File: src/rtl/fifo_unpack_pkg.sv
// Shared defaults and helpers for the FIFO word unpacker.
//   DEF_*      : default widths used by fifo_unpack / unpack_mux
//   slice_idx  : maps a beat number onto a slice position of the held word
package fifo_unpack_pkg;

  localparam int unsigned DEF_IN_WIDTH  = 64;
  localparam int unsigned DEF_OUT_WIDTH = 16;
  localparam int unsigned DEF_CNT_BITS  = 2;

  // Beat 0 is the low slice unless the word is sent most-significant first.
  function automatic int unsigned slice_idx(input int unsigned beat,
                                            input int unsigned ratio,
                                            input bit          msb_first);
    return msb_first ? (ratio - 1 - beat) : beat;
  endfunction

endpackage

File: src/rtl/fifo_unpack_mux.sv
// Selects one OUT_WIDTH slice of a held word.
//   word_i : held word
//   sel_i  : beat number
//   beat_o : selected slice (beat order set by MSB_FIRST)
module unpack_mux
  import fifo_unpack_pkg::*;
#(
  parameter int unsigned IN_WIDTH  = DEF_IN_WIDTH,
  parameter int unsigned OUT_WIDTH = DEF_OUT_WIDTH,
  parameter int unsigned CNT_BITS  = DEF_CNT_BITS,
  parameter bit          MSB_FIRST = 1'b0
) (
  input  logic [IN_WIDTH-1:0]  word_i,
  input  logic [CNT_BITS-1:0]  sel_i,
  output logic [OUT_WIDTH-1:0] beat_o
);

  localparam int unsigned RATIO = IN_WIDTH / OUT_WIDTH;

  // One-hot style decode keeps the select index within the word for any CNT_BITS.
  always_comb begin
    beat_o = '0;
    for (int unsigned i = 0; i < RATIO; i++) begin
      if (sel_i == CNT_BITS'(i)) begin
        beat_o = word_i[slice_idx(i, RATIO, MSB_FIRST)*OUT_WIDTH +: OUT_WIDTH];
      end
    end
  end

endmodule

File: src/rtl/fifo_unpack.sv
// Pops words from a 1-deep upstream FIFO and emits them as RATIO beats
// over a valid/ready stream.
//   clk, rst        : clock, synchronous active-high reset
//   fifo_empty/dout : upstream FIFO head; fifo_rd pops it
//   flush           : drop the held word
//   out_valid/ready : downstream handshake; out_data beat, out_last final beat
//   busy            : a word is held
module fifo_unpack
  import fifo_unpack_pkg::*;
#(
  parameter int unsigned IN_WIDTH  = DEF_IN_WIDTH,
  parameter int unsigned OUT_WIDTH = DEF_OUT_WIDTH,
  parameter int unsigned RATIO     = IN_WIDTH / OUT_WIDTH,
  parameter int unsigned CNT_BITS  = DEF_CNT_BITS,
  parameter bit          MSB_FIRST = 1'b0
) (
  input  logic                 clk,
  input  logic                 rst,
  input  logic                 fifo_empty,
  input  logic [IN_WIDTH-1:0]  fifo_dout,
  output logic                 fifo_rd,
  input  logic                 flush,
  output logic                 out_valid,
  input  logic                 out_ready,
  output logic [OUT_WIDTH-1:0] out_data,
  output logic                 out_last,
  output logic                 busy
);

  logic [IN_WIDTH-1:0] hold_data_q, hold_data_d;
  logic                hold_vld_q,  hold_vld_d;
  logic [CNT_BITS-1:0] beat_cnt_q,  beat_cnt_d;
  logic                accept;

  // Handshake outputs decoded straight from state.
  always_comb begin
    out_valid = hold_vld_q;
    out_last  = hold_vld_q && (beat_cnt_q == CNT_BITS'(RATIO - 1));
    busy      = hold_vld_q;
    accept    = hold_vld_q && out_ready;
    // Pop when idle, or while the final beat leaves, so words stream gap-free.
    fifo_rd   = !rst && !fifo_empty && !flush && (!hold_vld_q || (out_ready && out_last));
  end

  // Next-state: flush beats a pop, a pop beats beat advance.
  always_comb begin
    hold_data_d = hold_data_q;
    hold_vld_d  = hold_vld_q;
    beat_cnt_d  = beat_cnt_q;
    if (flush) begin
      hold_vld_d = 1'b0;
      beat_cnt_d = '0;
    end else if (fifo_rd) begin
      hold_data_d = fifo_dout;
      hold_vld_d  = 1'b1;
      beat_cnt_d  = '0;
    end else if (accept) begin
      if (out_last) begin
        hold_vld_d = 1'b0;
        beat_cnt_d = '0;
      end else begin
        beat_cnt_d = beat_cnt_q + CNT_BITS'(1);
      end
    end
  end

  // Control state.
  always_ff @(posedge clk) begin
    if (rst) begin
      hold_vld_q <= 1'b0;
      beat_cnt_q <= '0;
    end else begin
      hold_vld_q <= hold_vld_d;
      beat_cnt_q <= beat_cnt_d;
    end
  end

  // Data holding register; contents are meaningless while hold_vld_q is low.
  always_ff @(posedge clk) begin
    hold_data_q <= hold_data_d;
  end

  unpack_mux #(
    .IN_WIDTH  (IN_WIDTH),
    .OUT_WIDTH (OUT_WIDTH),
    .CNT_BITS  (CNT_BITS),
    .MSB_FIRST (MSB_FIRST)
  ) u_mux (
    .word_i (hold_data_q),
    .sel_i  (beat_cnt_q),
    .beat_o (out_data)
  );

endmodule
File: config.mk
export PLATFORM = sky130hd
export DESIGN_NAME = fifo_unpack
export DESIGN_NICKNAME = d
export VERILOG_FILES = /design/src/rtl/fifo_unpack_pkg.sv /design/src/rtl/fifo_unpack_mux.sv /design/src/rtl/fifo_unpack.sv
export SDC_FILE = /design/constraint.sdc
export NUM_CORES = 1
export LEC_CHECK = 0
export CAP_MARGIN = 20
export CORE_ASPECT_RATIO = 0.8
export CORE_MARGIN = 1
export CORE_UTILIZATION = 44
export DETAILED_ROUTE_END_ITERATION = 7
export PLACE_DENSITY = 0.89
export RECOVER_POWER = 25
export SKIP_LAST_GASP = 1
export SLEW_MARGIN = 20
export SYNTH_ARGS = -nofsm -noshare
export SYNTH_HDL_FRONTEND = slang
export SYNTH_HIERARCHICAL = 1
export SYNTH_SLANG_ARGS = --single-unit
export TNS_END_PERCENT = 1
File: constraint.sdc
create_clock -name clk -period 12.4 [get_ports clk]
set_input_delay 3.1 -clock clk [delete_from_list [all_inputs] [get_ports clk]]
set_output_delay 3.1 -clock clk [all_outputs]
set_load 0.01 [all_outputs]
==> flow_summary.ini <==
[placement]
placed_area_um2 = 3470
gp_congestion = 0.720
hpwl_um = 3260
port_buffers = 88

[synthesis]
synth_edf_count = 64
synth_top_family_by_area = multiplexers
synth-adder-area-share_pct = 0.497
synth_area_leader_cell = edfxtp_1
synth_common_cells = edfxtp_1 (64), mux4_2 (10), mux4_1 (6)
async_flop_share_pct = 0
synth_mux_area_share_pct = 15.6
ys.flop_type = edfxtp_1
synth_compound_area_share_pct = 1.24
synth_cells = 102
yosys_warnings = 6
ys_seq_elements = 67
post-synth-top-count-cell = edfxtp_1
synth_nets = 172
yosys.area_share.simple_pct = 2.09
synth.avg_cell_area_um2 = 24.7
yosysSeqAreaShare_pct = 78.6
ys_types = 20
synth_area_leaders = edfxtp_1 (76%), mux4_2 (8.9%), mux4_1 (6.3%)
synth.cell_area_um2 = 2520
synthXorXnorAreaFrac_pct = 0
yosysTopAreaCellShare_pct = 76.3

[pwr]
pwr_density_cell_nw_per_um2 = 130
leakagePower_nw = 1.21
power_mw = 0.477
vdd_drop_max_uv = 104

[grt]
grt_overflow = 0
grt_max_degree = 65
grt_pass1_wl_um = 7230
grt_usage_pct = 17.3
grt_antenna_before_repair = 0
grt_pass1_vias = 1469

[cts]
root_buffer = clkbuf_8
cts_tree = done
cts_sinks = 67
h-tree-depth = 3
clock_path_buffers = 2
cts_made_buffers = 9
path_clk_slew_ns = 0.07
clk-insertion-delay-late_ns = 0.33
hold_buffers = 0
cts.repair.resized = 0
post-cts-setup-buffer-count = 0

[sta]
rsz0062_at_grt = no
hold_viol = 0
fmax_mhz = 132
max_slew_margin_pct = 43.3
min_period_over_period_pct = 61.3
tightest_slew_ns = 0.850
setup_viol_count_final = 0
clock_skew_ns = 0.00304
post-route-min-period_ns = 7.60
tns_ns = 0
drv_slew = 0

[drt]
viasPerCell = 4.93
drt_iter0_markers = 54
vias = 1385
ant_nets = 0
drc = 0
drt_pass1_iterations = 4
drt-total-wl_um = 4680
wl_per_cell_um = 16.7

[critical_path]
rrSetupSlack_ns = 9.88
timing.rr.start = beat_cnt_q[1]
critical_path_required_ns = 9.30
crit_start = out_ready
crit_fanout = 4
rr_worst_depth = 4
critical_path_class = input pin to primary output
reg2reg_to = hold_data_q[13]
cp-end-kind = primary output
cp-start-kind = input pin
worstPathArrival_ns = 4.50
endpoint = fifo_rd

[job]
maxCapViolCount = 0

[final_layout]
syn2layout_area_growth_pct = 46.0
fill_cells = 374
finish.instance_area_um2 = 3680
utilization_pct = 66.9
num_antenna_cells = 0
drive_gt1_share_pct = 14.3
finalNetCount = 268

[floorplan]
io_pins = 89
core_area_um2 = 5500
die_w_um = 86.6
die_y_um = 69.7
die_area_um2 = 6040
start_util_pct = 45.9
rows = 24

[worst_hold_path]
worstHoldPathType = flip-flop to flip-flop

[run_status]
status = finished, final reports clean
==> layout by cell type (no fill, tap or decap), drive strengths merged, types with 2 or more instances in the layout <==
cell / count
edfxtp: 64
nor4: 3
clkdlybuf4s50: 51
bufinv: 2
dfxtp: 3
mux4: 16
clkinv: 3
dlygate4sd3: 37
buf: 2
clkbuf: 10
==> layout make-up <==
class / count / area, um^2 / area share, %
flip-flops and latches: 67 / 1980 / 53.9
well taps: 78 / 97.6 / 2.65
repair buffers: 90 / 896 / 24.4
clock buffers: 10 / 128 / 3.47
clock inverters: 6 / 80.1 / 2.18
multi-input cells: 30 / 495 / 13.5
==> per-stage QoR <==
stage	setup slack (ns)	hold slack, ns	instances
3_5_place_dp	4.77	0.701	265
6_report	4.80	0.699	281
4_1_cts	4.77	0.710	281
3_3_place_gp	4.84	0.682	265
2_1_floorplan	2.37	0.516	102
5_1_grt	4.73	0.721	281
==> cells by family after synthesis <==
kind of cell | after synthesis
flops | 67
mux | 17
fa+ha+maj | 1
simple gates | 9
compound gates | 3
buf+inv | 5
==> where the power goes <==
part | switching, mW | total, mW | internal (mW) | leakage, nW
clock network | 0.0763 | 0.188 | 0.111 | 0.101
registers | 0.00155 | 0.257 | 0.255 | 0.610
logic | 0.00994 | 0.0327 | 0.0228 | 0.501
total | 0.0878 | 0.477 | 0.389 | 1.21
==> worst min-delay path by stage <==
stage | slack (ns) | start | end | cells past startpoint
floorplan | 0.52 | beat_cnt_q[1] | beat_cnt_q[1] | 2
global placement | 0.68 | busy | beat_cnt_q[0] | 3
detailed placement | 0.70 | busy | beat_cnt_q[0] | 2
CTS | 0.71 | busy | beat_cnt_q[0] | 2
global route | 0.72 | busy | beat_cnt_q[0] | 3
finish | 0.70 | busy | beat_cnt_q[0] | 2
==> flip-flops by register name, indices dropped and copies added, names as in the netlist <==
signal	flops
beat_cnt_q	2
hold_data_q	64
busy	1
==> metal layers <==
metal  vias to the layer above  share of wire (%)  track usage (%)
li1                        632                  -                -
met1                       689                 39             18.5
met2                        60                 53             29.2
met3                         4                6.2             8.69
met4                         0                1.0             6.48
met5                         -                  0                0
==> worst max-delay path, cell delays in order <==
cell             delay [ns]
clkdlybuf4s50_1        0.52
a21boi_2               0.10
nor4_1                 0.20
clkdlybuf4s50_1        0.59
Power figures use the tool's default switching activity.
